## src/rtl/fall_through_fifo_pkg.sv

```systemverilog
// Shared helpers for the fall-through FIFO.
// Address width derivation used by the FIFO parameter list.
package fall_through_fifo_pkg;

  function automatic int unsigned addr_bits(int unsigned depth);
    return (depth > 1) ? $clog2(depth) : 1;
  endfunction

endpackage

```

## src/rtl/fall_through_fifo.sv

```systemverilog
// Single-clock FIFO with optional same-cycle fall-through
// and a zero-depth combinational pass-through mode.
module fall_through_fifo
  import fall_through_fifo_pkg::*;
#(
  parameter bit          FALL_THROUGH = 1'b0,
  parameter int unsigned DATA_WIDTH   = 32,
  parameter int unsigned DEPTH        = 8,
  parameter type         dtype        = logic [DATA_WIDTH-1:0],
  parameter int unsigned ADDR_DEPTH   = addr_bits(DEPTH)
) (
  input  logic                  clk_i,
  input  logic                  rst_ni,
  input  logic                  flush_i,
  input  logic                  testmode_i,
  output logic                  full_o,
  output logic                  empty_o,
  output logic [ADDR_DEPTH-1:0] usage_o,
  input  dtype                  data_i,
  input  logic                  push_i,
  output dtype                  data_o,
  input  logic                  pop_i
);

  if (DEPTH == 0) begin : g_pass
    logic unused_in;
    assign unused_in = ^{clk_i, rst_ni, flush_i, testmode_i};

    assign data_o  = data_i;
    assign empty_o = ~push_i;
    assign full_o  = ~pop_i;
    assign usage_o = '0;

  end else begin : g_fifo
    localparam int unsigned CW = ADDR_DEPTH + 1;
    localparam logic [CW-1:0] FULL_C =
      CW'(DEPTH);
    localparam logic [ADDR_DEPTH-1:0] LAST =
      ADDR_DEPTH'(DEPTH - 1);

    logic [ADDR_DEPTH-1:0] rptr;
    logic [ADDR_DEPTH-1:0] wptr;
    logic [CW-1:0]         count;
    dtype                  mem [DEPTH];

    logic is_zero;
    logic fwd;
    logic thru;
    logic do_push;
    logic do_pop;
    logic unused_tm;

    assign unused_tm = testmode_i;

    assign is_zero = (count == '0);
    assign fwd     = FALL_THROUGH & is_zero & push_i;
    // Element bypasses storage entirely when
    // pushed and popped while empty.
    assign thru    = fwd & pop_i;

    assign full_o  = (count == FULL_C);
    assign empty_o = is_zero & ~fwd;
    assign usage_o = count[ADDR_DEPTH-1:0];
    assign data_o  = fwd ? data_i : mem[rptr];

    assign do_push = push_i & ~full_o & ~thru;
    assign do_pop  = pop_i & ~empty_o & ~thru;

    always_ff @(posedge clk_i or negedge rst_ni) begin
      if (!rst_ni) begin
        rptr  <= '0;
        wptr  <= '0;
        count <= '0;
        for (int i = 0; i < int'(DEPTH); i++) begin
          mem[i] <= '0;
        end
      end else if (flush_i) begin
        rptr  <= '0;
        wptr  <= '0;
        count <= '0;
      end else begin
        if (do_push) begin
          mem[wptr] <= data_i;
          wptr <= (wptr == LAST) ? '0 : wptr + 1'b1;
        end
        if (do_pop) begin
          rptr <= (rptr == LAST) ? '0 : rptr + 1'b1;
        end
        unique case ({do_push, do_pop})
          2'b10:   count <= count + 1'b1;
          2'b01:   count <= count - 1'b1;
          default: count <= count;
        endcase
      end
    end

    always_ff @(posedge clk_i) begin
      if (rst_ni && !flush_i) begin
        assert (!(push_i && full_o))
          else $warning("push while full dropped");
        assert (!(pop_i && empty_o))
          else $warning("pop while empty ignored");
      end
    end
  end

endmodule

```

## config.mk

```make
export PLATFORM = sky130hd
export DESIGN_NAME = fall_through_fifo
export DESIGN_NICKNAME = d
export VERILOG_FILES = /design/src/rtl/fall_through_fifo_pkg.sv /design/src/rtl/fall_through_fifo.sv
export SDC_FILE = /design/constraint.sdc
export NUM_CORES = 1
export LEC_CHECK = 0
export BUFFER_PORTS_ARGS = -buffer_cell sky130_fd_sc_hd__buf_2
export CORE_MARGIN = 10
export CORE_UTILIZATION = 35
export CTS_CLUSTER_SIZE = 10
export DETAILED_ROUTE_END_ITERATION = 10
export GPL_ROUTABILITY_DRIVEN = 1
export PLACE_DENSITY = 0.51
export SLEW_MARGIN = 10
export SYNTH_ARGS = -nofsm -noshare
export SYNTH_HDL_FRONTEND = slang
export SYNTH_SLANG_ARGS = --single-unit
```

## constraint.sdc

```tcl
create_clock -name clk_i -period 7 [get_ports clk_i]
set_clock_uncertainty 0.15 [all_clocks]
set_input_delay 0.35 -clock clk_i [delete_from_list [all_inputs] [get_ports clk_i]]
set_output_delay 0.35 -clock clk_i [all_outputs]
set_load 0.02 [all_outputs]
```

* Word-level counts from Yosys, hierarchy flattened
Index checks and enable logic that the tools add are counted.
W data, S select, Z words.
** Cells by class
- Add/sub/neg operators :: 4
- Order comparisons :: 3
- Equality and inequality tests :: 5
- Multiplexer cells :: 14
- Bitwise gates (word level) :: 7
- Reduce and logical (&&, ||, !) cells :: 6
** Operators with widths (number)
- $bwmux W256 :: 1
- $bmux W32 S3 :: 1
- $demux W32 S3 :: 1
- $mux W32 :: 3
- $mux W3 :: 6
- $ge A4 B4 Y1 const B :: 2
- $not A3 Y4 :: 2
- $pmux W4 S2 :: 1
- $add A3 B1 Y3 const B :: 2
- $eq A3 B3 Y1 const B :: 2
- $add A4 B1 Y4 const B :: 1
- $eq A4 B4 Y1 const B :: 1
- $logic_not A4 Y1 :: 1
- $lt A4 B1 Y1 const B :: 1
- $mux W4 :: 1
- $reduce_bool A2 Y1 :: 2
- $sub A4 B1 Y4 const B :: 1
- $not A1 Y1 :: 3
- $reduce_bool A3 Y1 :: 1
- $and A1 B1 Y1 :: 2
- $eq A2 B1 Y1 const B :: 1
- $eq A2 B2 Y1 const B :: 1
- $reduce_and A2 Y1 :: 1
- $logic_and A1 B1 Y1 :: 1
** Word-level totals
- Flip-flop bits (word level) :: 266
- Input bits :: 38
- Logic and storage cells :: 50

* Depth between registers and ports, before layout
Gate-level depths: netlist (run 1).
- Word-level depth :: 6
- Mapped depth :: 8

* Worst setup path after synthesis (run 1)
No wires, ideal clock.
- Kind :: reg-to-reg
- Start point :: register g_fifo.count[0]
- End point :: register g_fifo.count[3]
- Library setup time :: 0.116 ns
- Data arrival time :: 2.715 ns
- Slack :: 4.019 ns
- Stages on the path, launching flop included :: 9
- Path buffers :: 1
- Clock period less this slack :: 2.981 ns
- Cell sequence :: dfrtp_1 or4b_1 buf_4 a21oi_1 ha_1 a21oi_1 nand2_1 or4b_2 o311ai_0
** On the way
- Cells in the longest elaborated chain, start to end :: 6
- Elaborated cells on any way between the ends :: 13
- Classes of those cells :: add/sub (2); eq/ne (3); mux (2); bitwise (4); reduce/logical (2)
** RTL lines
- start: declaration :: RTL line fall_through_fifo.sv:43 : logic [CW-1:0] count;
- start signal: assignment :: RTL line fall_through_fifo.sv:90 : 2'b10: count <= count + 1'b1;
- start signal: assignment :: RTL line fall_through_fifo.sv:91 : 2'b01: count <= count - 1'b1;
- start signal: assignment :: RTL line fall_through_fifo.sv:92 : default: count <= count;
- $eq A4 B4 Y1 or $logic_not A4 Y1 (tied branches) :: RTL line fall_through_fifo.sv:61, fall_through_fifo.sv:55
- $not A1 Y1, on equally long branches :: RTL line fall_through_fifo.sv:66, fall_through_fifo.sv:67
- $and A1 B1 Y1, on equally long branches :: RTL line fall_through_fifo.sv:66, fall_through_fifo.sv:67
- $eq A2 B1 Y1 or $eq A2 B2 Y1 (tied branches) :: RTL line fall_through_fifo.sv:89 : unique case ({do_push, do_pop})
- $pmux W4 S2 :: RTL line fall_through_fifo.sv:89
- $mux W4 :: RTL line fall_through_fifo.sv:77 : end else if (flush_i) begin
Several ways; a longest one is shown, not always the timed one.
A chain may end at the register's enable or synchronous reset.

==> run metrics, run 1 <==
R2R setup slack=3390 ps; Metal-1 WL=11900 µm; die width=206 µm; synth top area cells=dfrtp_1 55%, mux2_2 24%, mux4_2 12%, mux2_1 2.3%, buf_2 0.91%; Worst setup SP type=flip-flop; xor/xnor share of the synthesized area=0.145%; WP data required=6500 ps; met3 WL=949 µm; cell taking the most area after synthesis=dfrtp_1; area delta synth->final=14.9%; number of global-route vias before repair=7744; hold path cells=2; CTS Sinks=266; share of cells above drive strength 1=57.1%; die area=42400 µm²; grt ovf=0; CTS tree=built; Pins Over Slew Limit=0; reg2reg start=g_fifo.count[0]$_DFFE_PN0P_; area fraction of the dominant cell type after synthesis=55.0%; max-cap violations=0; Crit Path Category=reg -> out; GPL Wtd Cong=0.703; worst slew pin tran=1140 ps; starting density of the core=35.3%; Lkg Pwr=6.34 nW; Storage cell area=6670 µm²; crit-path cells=buf_4, mux4_2, mux2_2, buf_2; Non-Filler Instances=1271; Reg clk slew, reported paths=60 ps; CTS Buf Count=34; mux share of post-synthesis cell area=39.0%; antenna violations before repair=3; met2 WL=14800 µm; Buf+Inv Stages, Crit Path=2; Seq/Total Area, Yosys=55.0%; relative slew slack=24.3%; largest family of logic cells by synthesized area=multiplexers; period utilization=53.2%; Post-synth top cells=266 x dfrtp_1, 263 x mux2_2, 64 x mux4_2; Rows=68; main flop type after synthesis=dfrtp_1; final setup vio count=0; Inst Count DP=1221; highest routed layer=met5; worst skew pair latency=490 ps; EDFF count, synth=0; WHS=19.7 ps; Clock Tree Buf Depth=3; initial DRC count=221; core footprint=34300 µm²; Multi-input gate area=5170 µm²; Synth warnings=0; number of synthesized register bits=266; fraction of registers with async set/reset=100%; outcome=finished, final reports clean; PnR worst setup slack=3280 ps; # H-tree levels=2; adder-cell share of the synthesized area=0.786%; Hold Crit Class=in -> reg; simple-gate share of the synthesized area=1.88%; first-pass GRT wire length=45300 µm; fill count=3133; CP max FO=38; crit path DAT=3220 ps; die height=206 µm; cts repair resizes=0; CP peak stage delay=830 ps; Yosys cell types=35; clock root cell=clkbuf_16; RSZ-0062 raised after global routing=false; worst reg2reg path endpoint=g_fifo.mem[247]$_DFFE_PN0P_; largest net degree at the start of global routing=186; pre-CTS WS=3360 ps; maximum VDD drop=181 µV; Antenna Violating Nets Remaining=0; Crit-path slowest cell=dfrtp_4; Mean Syn Cell Area=16.5 µm²; PwrDens=385 nW/µm²; hold wc startpoint=data_i[4]; DRT Wirelength=28300 µm; drt pass-1 iters=4; drt via density=5.22; syn_nets=778; Fin. Hold Viols=0; CP top delay family=buffers and inverters; Crit. End Element=output pin; Mapped Area=12100 µm²; cells on worst reg2reg path=6; hpwl dp=16800 µm; Hold EP=g_fifo.mem[100]$_DFFE_PN0P_; fin nets=848; gr usage total=13.8%; Port Buffer Count=73; fin util=40.5%; routed len/inst=22.3 µm; setup TNS=0 ps; min Tclk post-route=3720 ps; most frequent cell after synthesis=dfrtp_1; drt drc=0; Ports=75; achievable frequency=269 MHz; Synth Area in Compound Gates=0.817%; Via Count=6637; cells after synthesis=733
## how the worst max path moves through the flow
stage	from	endpoint	cells past startpoint
after floorplan	g_fifo.count[0]$_DFFE_PN0P_	g_fifo.count[3]$_DFFE_PN0P_	8
after global placement	g_fifo.count[0]$_DFFE_PN0P_	g_fifo.mem[247]$_DFFE_PN0P_	6
after detailed placement	g_fifo.count[0]$_DFFE_PN0P_	g_fifo.mem[250]$_DFFE_PN0P_	6
after CTS	g_fifo.rptr[0]$_DFFE_PN0P_	data_o[21]	4
after global routing	g_fifo.rptr[0]$_DFFE_PN0P_	data_o[21]	4
final	g_fifo.rptr[0]$_DFFE_PN0P_	data_o[6]	4
## where the power goes
| part | internal, mW | switching (mW) | leakage, nW | total [mW] |
|---|---|---|---|---|
| Clock | 0.979 | 0.620 | 0.490 | 1.60 |
| Sequential | 1.92 | 0.282 | 3.50 | 2.20 |
| Combinational | 0.849 | 0.707 | 2.34 | 1.56 |
| Total | 3.75 | 1.61 | 6.34 | 5.36 |
## sequential cells by signal, indices dropped and copies added, names as in the netlist
signal,cells
g_fifo.count,4
g_fifo.mem,256
g_fifo.rptr,3
g_fifo.wptr,3
## per-layer routing
layer | up-vias | track usage (%)
met5 | - | 0
met3 | 45 | 2.62
met2 | 90 | 24.2
li1 | 2902 | -
met1 | 3596 | 17.0
met4 | 4 | 3.57
## timing repair
action,4_1_cts,5_1_grt
setup buffers,0,0
hold endpoints to repair,81,0
hold buffers,1,0
setup endpoints to repair,0,0
## cell usage in the layout (no fill, tap or decap), types with 3 or more instances in the layout
cell       netlist  layout
buf_4            4      11
nand3_1          4       3
clkbuf_1        13       6
clkbuf_8         0       4
mux4_2          64      64
mux2_2         263     263
clkbuf_16        0      35
dfrtp_1        266     263
ha_1             6       6
mux2i_1          3       3
nand2_1         11      10
buf_2           22      72
mux2_1          25      25
nor2_1           5       5
a21oi_1          9       9
## worst register-to-register path: stages, from the launching register on
cell	delay [ps]
dfrtp_1	510
or4b_1	330
inv_2	60
or4b_1	670
nor3_4	850
buf_4	520
mux2_2	400
## layout make-up
class                   instances  area share [%]
multi-input cells             414            37.2
clock inverters                 3           0.342
flip-flops and latches        266            48.0
repair buffers                 86            3.51
clock buffers                  45            6.86
well taps                     455            4.10
diodes                          1          0.0180
inverters                       1          0.0270
## stage by stage
stage | cell area, µm² | total power, mW
detailed placement | 12900 | 3.83
global route | 13900 | 5.67
global placement | 12900 | 3.73
floorplan | 12100 | 3.32
finish | 13900 | 5.36
CTS | 13900 | 5.46
## logic make-up (layout without fill, tap and decap cells)
kind of cell               count (synthesis)  count (layout)
AOI/OAI and AO/OA                         15              15
xor gates and xnor gates                   2               2
adders and majority gates                  7               7
buffers and inverters                     53             135
DFF                                      266             266
muxes                                    355             355
other                                      0               1
and+or+nand+nor                           35              35
Power figures use the tool's default switching activity.
==> inputs of run 2 (changes only) <==
- PLACE_DENSITY: 0.51 -> 0.53
- clock period: 7 -> 3.36 ns (I/O delays scaled with it)
==> run 2 against run 1 <==
Against the previous run: sequential share of layout area shrank 1.4 points; register-to-register slack lost 2900 ps; sequential power grew 100%; worst setup slack lost 2800 ps; clock power grew 81%.
==> run metrics, run 2 (synthesis gave the netlist of run 1 again) <==
relative slew slack=57.6% (+33 points); Top reg by flops=g_fifo.mem; # H-tree levels=1 (-1); Crit Path Category=reg -> reg; WP data required=3640 ps (-2860 ps); cts repair resizes=0 (unchanged); Reg clk slew, reported paths=60 ps (about the same); Via Count=6694 (+0.86%); final setup vio count=0 (unchanged); min Tclk post-route=2900 ps; first-pass GRT wire length=43500 µm (-4.0%); CP max FO=9 (-76%); Antenna Violating Nets Remaining=0 (unchanged); reg2reg start=g_fifo.count[0]$_DFFE_PN0P_; area delta synth->final=18.3%; number of global-route vias before repair=7423 (-4.1%); gr usage total=13.0% (-0.79 points); Power Total=10.8 mW (+100%); Port Buffer Count=73 (unchanged); antenna violations before repair=1 (-2); PwrDens=753 nW/µm² (+95%); outcome=finished, final reports clean; share of power burned in registers=41.1% (about the same); Logic pwr share=32.0% (+3.0 points); Rows=68 (unchanged); drt pass-1 iters=4 (unchanged); Pins Over Slew Limit=0 (unchanged); die width=206 µm (unchanged); Internal Power=7.52 mW (+100%); die height=206 µm (unchanged); Lkg Pwr=6.50 nW (+2.6%); achievable frequency=345 MHz; core footprint=34300 µm² (unchanged); share of cells above drive strength 1=54.7% (-2.3 points); most frequent cells in the layout=263 x mux2_2, 263 x dfrtp_1, 72 x buf_2; GPL Wtd Cong=0.715 (+1.7%); CTS Sinks=266 (unchanged); max reg flops=256 (unchanged); worst skew pair latency=560 ps (+70 ps); max-cap violations=0 (unchanged); Hold Crit Class=in -> async; Crit. End Element=flip-flop; initial DRC count=246 (+11%); grt ovf=0 (unchanged); starting density of the core=35.3% (unchanged); CTS tree=built; Worst setup SP type=flip-flop; CTS Buf Count=31 (-8.8%); hpwl dp=15300 µm (-8.8%); clock root cell=clkbuf_16; worst slew pin tran=636 ps (-500 ps); largest net degree at the start of global routing=83 (-55%); DRT Wirelength=26600 µm (-6.0%); switching pwr=3.25 mW (+100%); crit path DAT=3180 ps (-40 ps); Clock Tree Buf Depth=3 (unchanged); drt via density=5.10 (-2.4%); RSZ-0062 raised after global routing=false; Fin. Hold Viols=0 (unchanged); Inst Count DP=1233 (+0.98%); biggest regs=g_fifo.mem: 256 flops, g_fifo.count: 4 flops; period utilization=86.2%; maximum VDD drop=443 µV (+150%); die area=42400 µm² (unchanged); switching share of power=30.2% (+0.14 points); clock share of power=26.9% (-3.0 points); setup TNS=0 ps (unchanged); Non-Filler Instances=1313 (+3.3%); fin nets=893 (+5.3%); drt drc=0 (unchanged); Worst Setup SP=g_fifo.count[0]$_DFFE_PN0P_; Ports=75 (unchanged); routed len/inst=20.3 µm (-9.0%)
==> run 2: changes by cell type in the layout (fill, tap and decap cells not counted) <==
cell           before  now
buf_4              11   13
clkbuf_1            6    8
bufinv_16           1    0
buf_12              1   11
clkbuf_16          35   31
clkinvlp_4          0    1
inv_6               2    1
dlygate4sd3_1       1   37
clkbuf_8            4    1
==> run 2: metrics by stage <==
step | hold WS [ps] | setup slack (ps) | utilization, % | area, µm²
after floorplan | -278 | 379 | - | 12100
after global placement | 21.6 | 521 | 38.2 | 13100
final | 18.6 | 465 | 41.7 | 14300
after global routing | 82.5 | 311 | 41.7 | 14300
after detailed placement | 21.3 | 478 | 38.2 | 13100
after CTS | 42.3 | 414 | 41.7 | 14300
==> run 2: timing repair <==
| item | CTS | global route |
|---|---|---|
| buffers inserted | 0 | 0 |
| endpoints found under the hold margin | 489 | 0 |
| setup endpoints to repair | 0 | 0 |
| hold buffers | 37 | 0 |
==> run 2: worst paths after layout <==
path                                          endpoint  slack [ps]  depth (start not counted)
setup / recovery           g_fifo.count[3]$_DFFE_PN0P_         460                          7
hold / removal             g_fifo.mem[168]$_DFFE_PN0P_          20                          2
setup reg to reg           g_fifo.count[3]$_DFFE_PN0P_         460                          7
hold reg to reg            g_fifo.mem[208]$_DFFE_PN0P_         330                          1
max in group asynchronous   g_fifo.mem[58]$_DFFE_PN0P_        2190                          3
min in group clk_i          g_fifo.mem[93]$_DFFE_PN0P_         320                          3
==> run 2: metal layers <==
metal / track usage, % / vias up / wire length, µm
met3: 2.19 / 45 / 869
met1: 17.5 / 3586 / 12400
met4: 2.84 / 0 / 538
li1: - / 2980 / -
met5: 0 / - / 0
met2: 21.5 / 83 / 12800
==> run 2: layout make-up <==
cell class              instances  area (µm²)
clock buffers                  40         820
flip-flops and latches        266        6670
well taps                     455         569
repair buffers                134        1060
clock inverters                 2        16.3
multi-input cells             414        5170
inverters                       1        3.75
diodes                          1        2.50
fillers                      3162       20000
==> run 2: power groups by stage <==
stage / logic, mW / registers (mW) / clock network, mW
2_1_floorplan: 2.61 / 4.31 / 0
3_3_place_gp: 3.47 / 4.48 / 0
3_5_place_dp: 3.49 / 4.49 / 0
4_1_cts: 3.54 / 4.44 / 3.02
5_1_grt: 3.76 / 4.54 / 3.15
6_report: 3.44 / 4.43 / 2.90
==> run 2: worst max-delay path: stages (launching register included) <==
cell	delay (ps)
dfrtp_1	490
or4b_1	560
a21oi_1	200
ha_1	290
a21oi_1	240
nand2_1	100
or4b_2	630
o311ai_0	110
==> inputs of run 3 (changes only) <==
- CTS_BUF_LIST: unset -> sky130_fd_sc_hd__clkbuf_16
- PLACE_DENSITY: 0.53 -> 0.51
- clock period: 3.36 -> 3.15 ns (I/O delays scaled with it)
==> run 3 against run 2 <==
Against the previous run: clock power grew 4%; sequential share of layout area decreased by 0.097 points; worst hold slack better by 66 ps; via count grew 1.2%; critical endpoint unchanged; highest routed layer unchanged.
==> run metrics, run 3 (synthesis gave the netlist of run 1 again) <==
outcome=finished, final reports clean; Pins Over Slew Limit=0 (unchanged); Rows=68 (unchanged); fin nets=900 (+0.78%); RSZ-0062 raised after global routing=false; cts repair resizes=0 (unchanged); core footprint=34300 µm² (unchanged); Worst setup SP type=flip-flop; R2R setup slack=270 ps (-200 ps); hpwl dp=17800 µm (+16%); Top reg by flops=g_fifo.mem; drt drc=0 (unchanged); antenna violations before repair=1 (unchanged); fill count=3076 (-2.7%); area delta synth->final=18.5%; Fin. Hold Viols=0 (unchanged); achievable frequency=347 MHz (+0.52%); Clock Tree Buf Depth=3 (unchanged); relative slew slack=52.8% (-4.8 points); max reg flops=256 (unchanged); CTS Buf Count=31 (unchanged); Hold Crit Class=in -> async; drt pass-1 iters=4 (unchanged); # H-tree levels=1 (unchanged); WP data required=3440 ps (-200 ps); die height=206 µm (unchanged); PwrDens=805 nW/µm² (+6.9%); worst slew pin tran=707 ps (+71.5 ps); starting density of the core=35.3% (unchanged); CTS Sinks=266 (unchanged); pre-CTS WS=250 ps (-228 ps); Power Total=11.5 mW (+7.2%); share of cells above drive strength 1=55.0% (+0.25 points); die width=206 µm (unchanged); setup TNS=0 ps (unchanged); drt via density=5.13 (+0.70%); maximum VDD drop=363 µV (-18%); Antenna Violating Nets Remaining=0 (unchanged); met1 Track Usage GR=16.6% (-0.94 points); initial DRC count=276 (+12%); worst skew pair latency=550 ps (about the same); met2 usage=25.1% (+3.6 points); Lkg Pwr=6.55 nW (+0.76%); die area=42400 µm² (unchanged); routed len/inst=21.3 µm (+5.2%); number of global-route vias before repair=7855 (+5.8%); clock root cell=clkbuf_16; DRT Wirelength=28100 µm (+5.8%); most frequent cells in the layout=263 x mux2_2, 263 x dfrtp_1, 72 x buf_2; CP max FO=9 (unchanged); biggest regs=g_fifo.mem: 256 flops, g_fifo.count: 4 flops; grt ovf=0 (unchanged); crit path DAT=3170 ps (about the same); min Tclk post-route=2880 ps (-14.9 ps); Via Count=6777 (+1.2%); Ports=75 (unchanged); Crit Path Category=reg -> reg; Reg clk slew, reported paths=60 ps (about the same); PnR worst setup slack=269 ps (-195 ps); Crit. End Element=flip-flop; gr usage total=13.6% (+0.68 points); first-pass GRT wire length=45500 µm (+4.5%); met3 Use GR=2.04% (-0.16 points); largest net degree at the start of global routing=93 (+12%); final setup vio count=0 (unchanged); Top Usage Layer GRT=met2; CTS tree=built; GPL Wtd Cong=0.706 (-1.2%); Port Buffer Count=73 (unchanged); period utilization=91.4% (+5.3 points); max-cap violations=0 (unchanged)
run 3: per-stage QoR:
step	utilization (%)	hold WS, ps	cell area [µm²]	cells
floorplan	-	-288	12100	733
global placement	38.3	65.6	13100	1240
detailed placement	38.3	87.8	13100	1240
CTS	41.8	101	14300	1319
global route	41.8	150	14300	1320
finish	41.8	85.0	14300	1320
run 3: area by class of cell:
type	instances	area, µm²	area share [%]
Sequential cell	266	6670	46.5
Multi-Input combinational cell	414	5170	36.0
Timing Repair Buffer	141	1100	7.70
Clock buffer	31	776	5.41
Tap cell	455	569	3.97
Clock inverter	11	50.0	0.349
Inverter	1	3.75	0.0262
Antenna cell	1	2.50	0.0175
run 3: routing by layer:
layer / part of all wire (%) / vias to the layer above / routed length, µm
li1: - / 2996 / -
met1: 41 / 3648 / 11600
met2: 54 / 100 / 15100
met3: 3.3 / 33 / 936
met4: 1.6 / 0 / 452
met5: 0 / - / 0
run 3: worst paths after layout:
check                                            start                     endpoint  cells past startpoint
max reg2reg                g_fifo.count[0]$_DFFE_PN0P_  g_fifo.count[3]$_DFFE_PN0P_                      7
max                        g_fifo.count[0]$_DFFE_PN0P_  g_fifo.count[3]$_DFFE_PN0P_                      7
min reg2reg                g_fifo.mem[215]$_DFFE_PN0P_  g_fifo.mem[215]$_DFFE_PN0P_                      1
min in group clk_i                          data_i[30]  g_fifo.mem[222]$_DFFE_PN0P_                      3
min                                             rst_ni  g_fifo.mem[217]$_DFFE_PN0P_                      2
max in group asynchronous                       rst_ni  g_fifo.mem[199]$_DFFE_PN0P_                      3
run 3: where the power goes:
part,switching (mW),internal [mW]
Sequential,0.563,4.27
Clock,1.28,1.73
Combinational,1.69,2.01
Total,3.53,8.01
run 3: timing repair:
action / in CTS / in global routing
buffers inserted: 0 / 0
endpoints found under the setup margin: 0 / 0
endpoints found under the hold margin: 359 / 0
hold buffers: 37 / 0
run 3: critical path, cell delays in order (launching register included):
cell	delay, ps
dfrtp_1	480
or4b_1	560
a21oi_1	230
ha_1	300
a21oi_1	230
nand2_1	100
or4b_2	620
o311ai_0	100
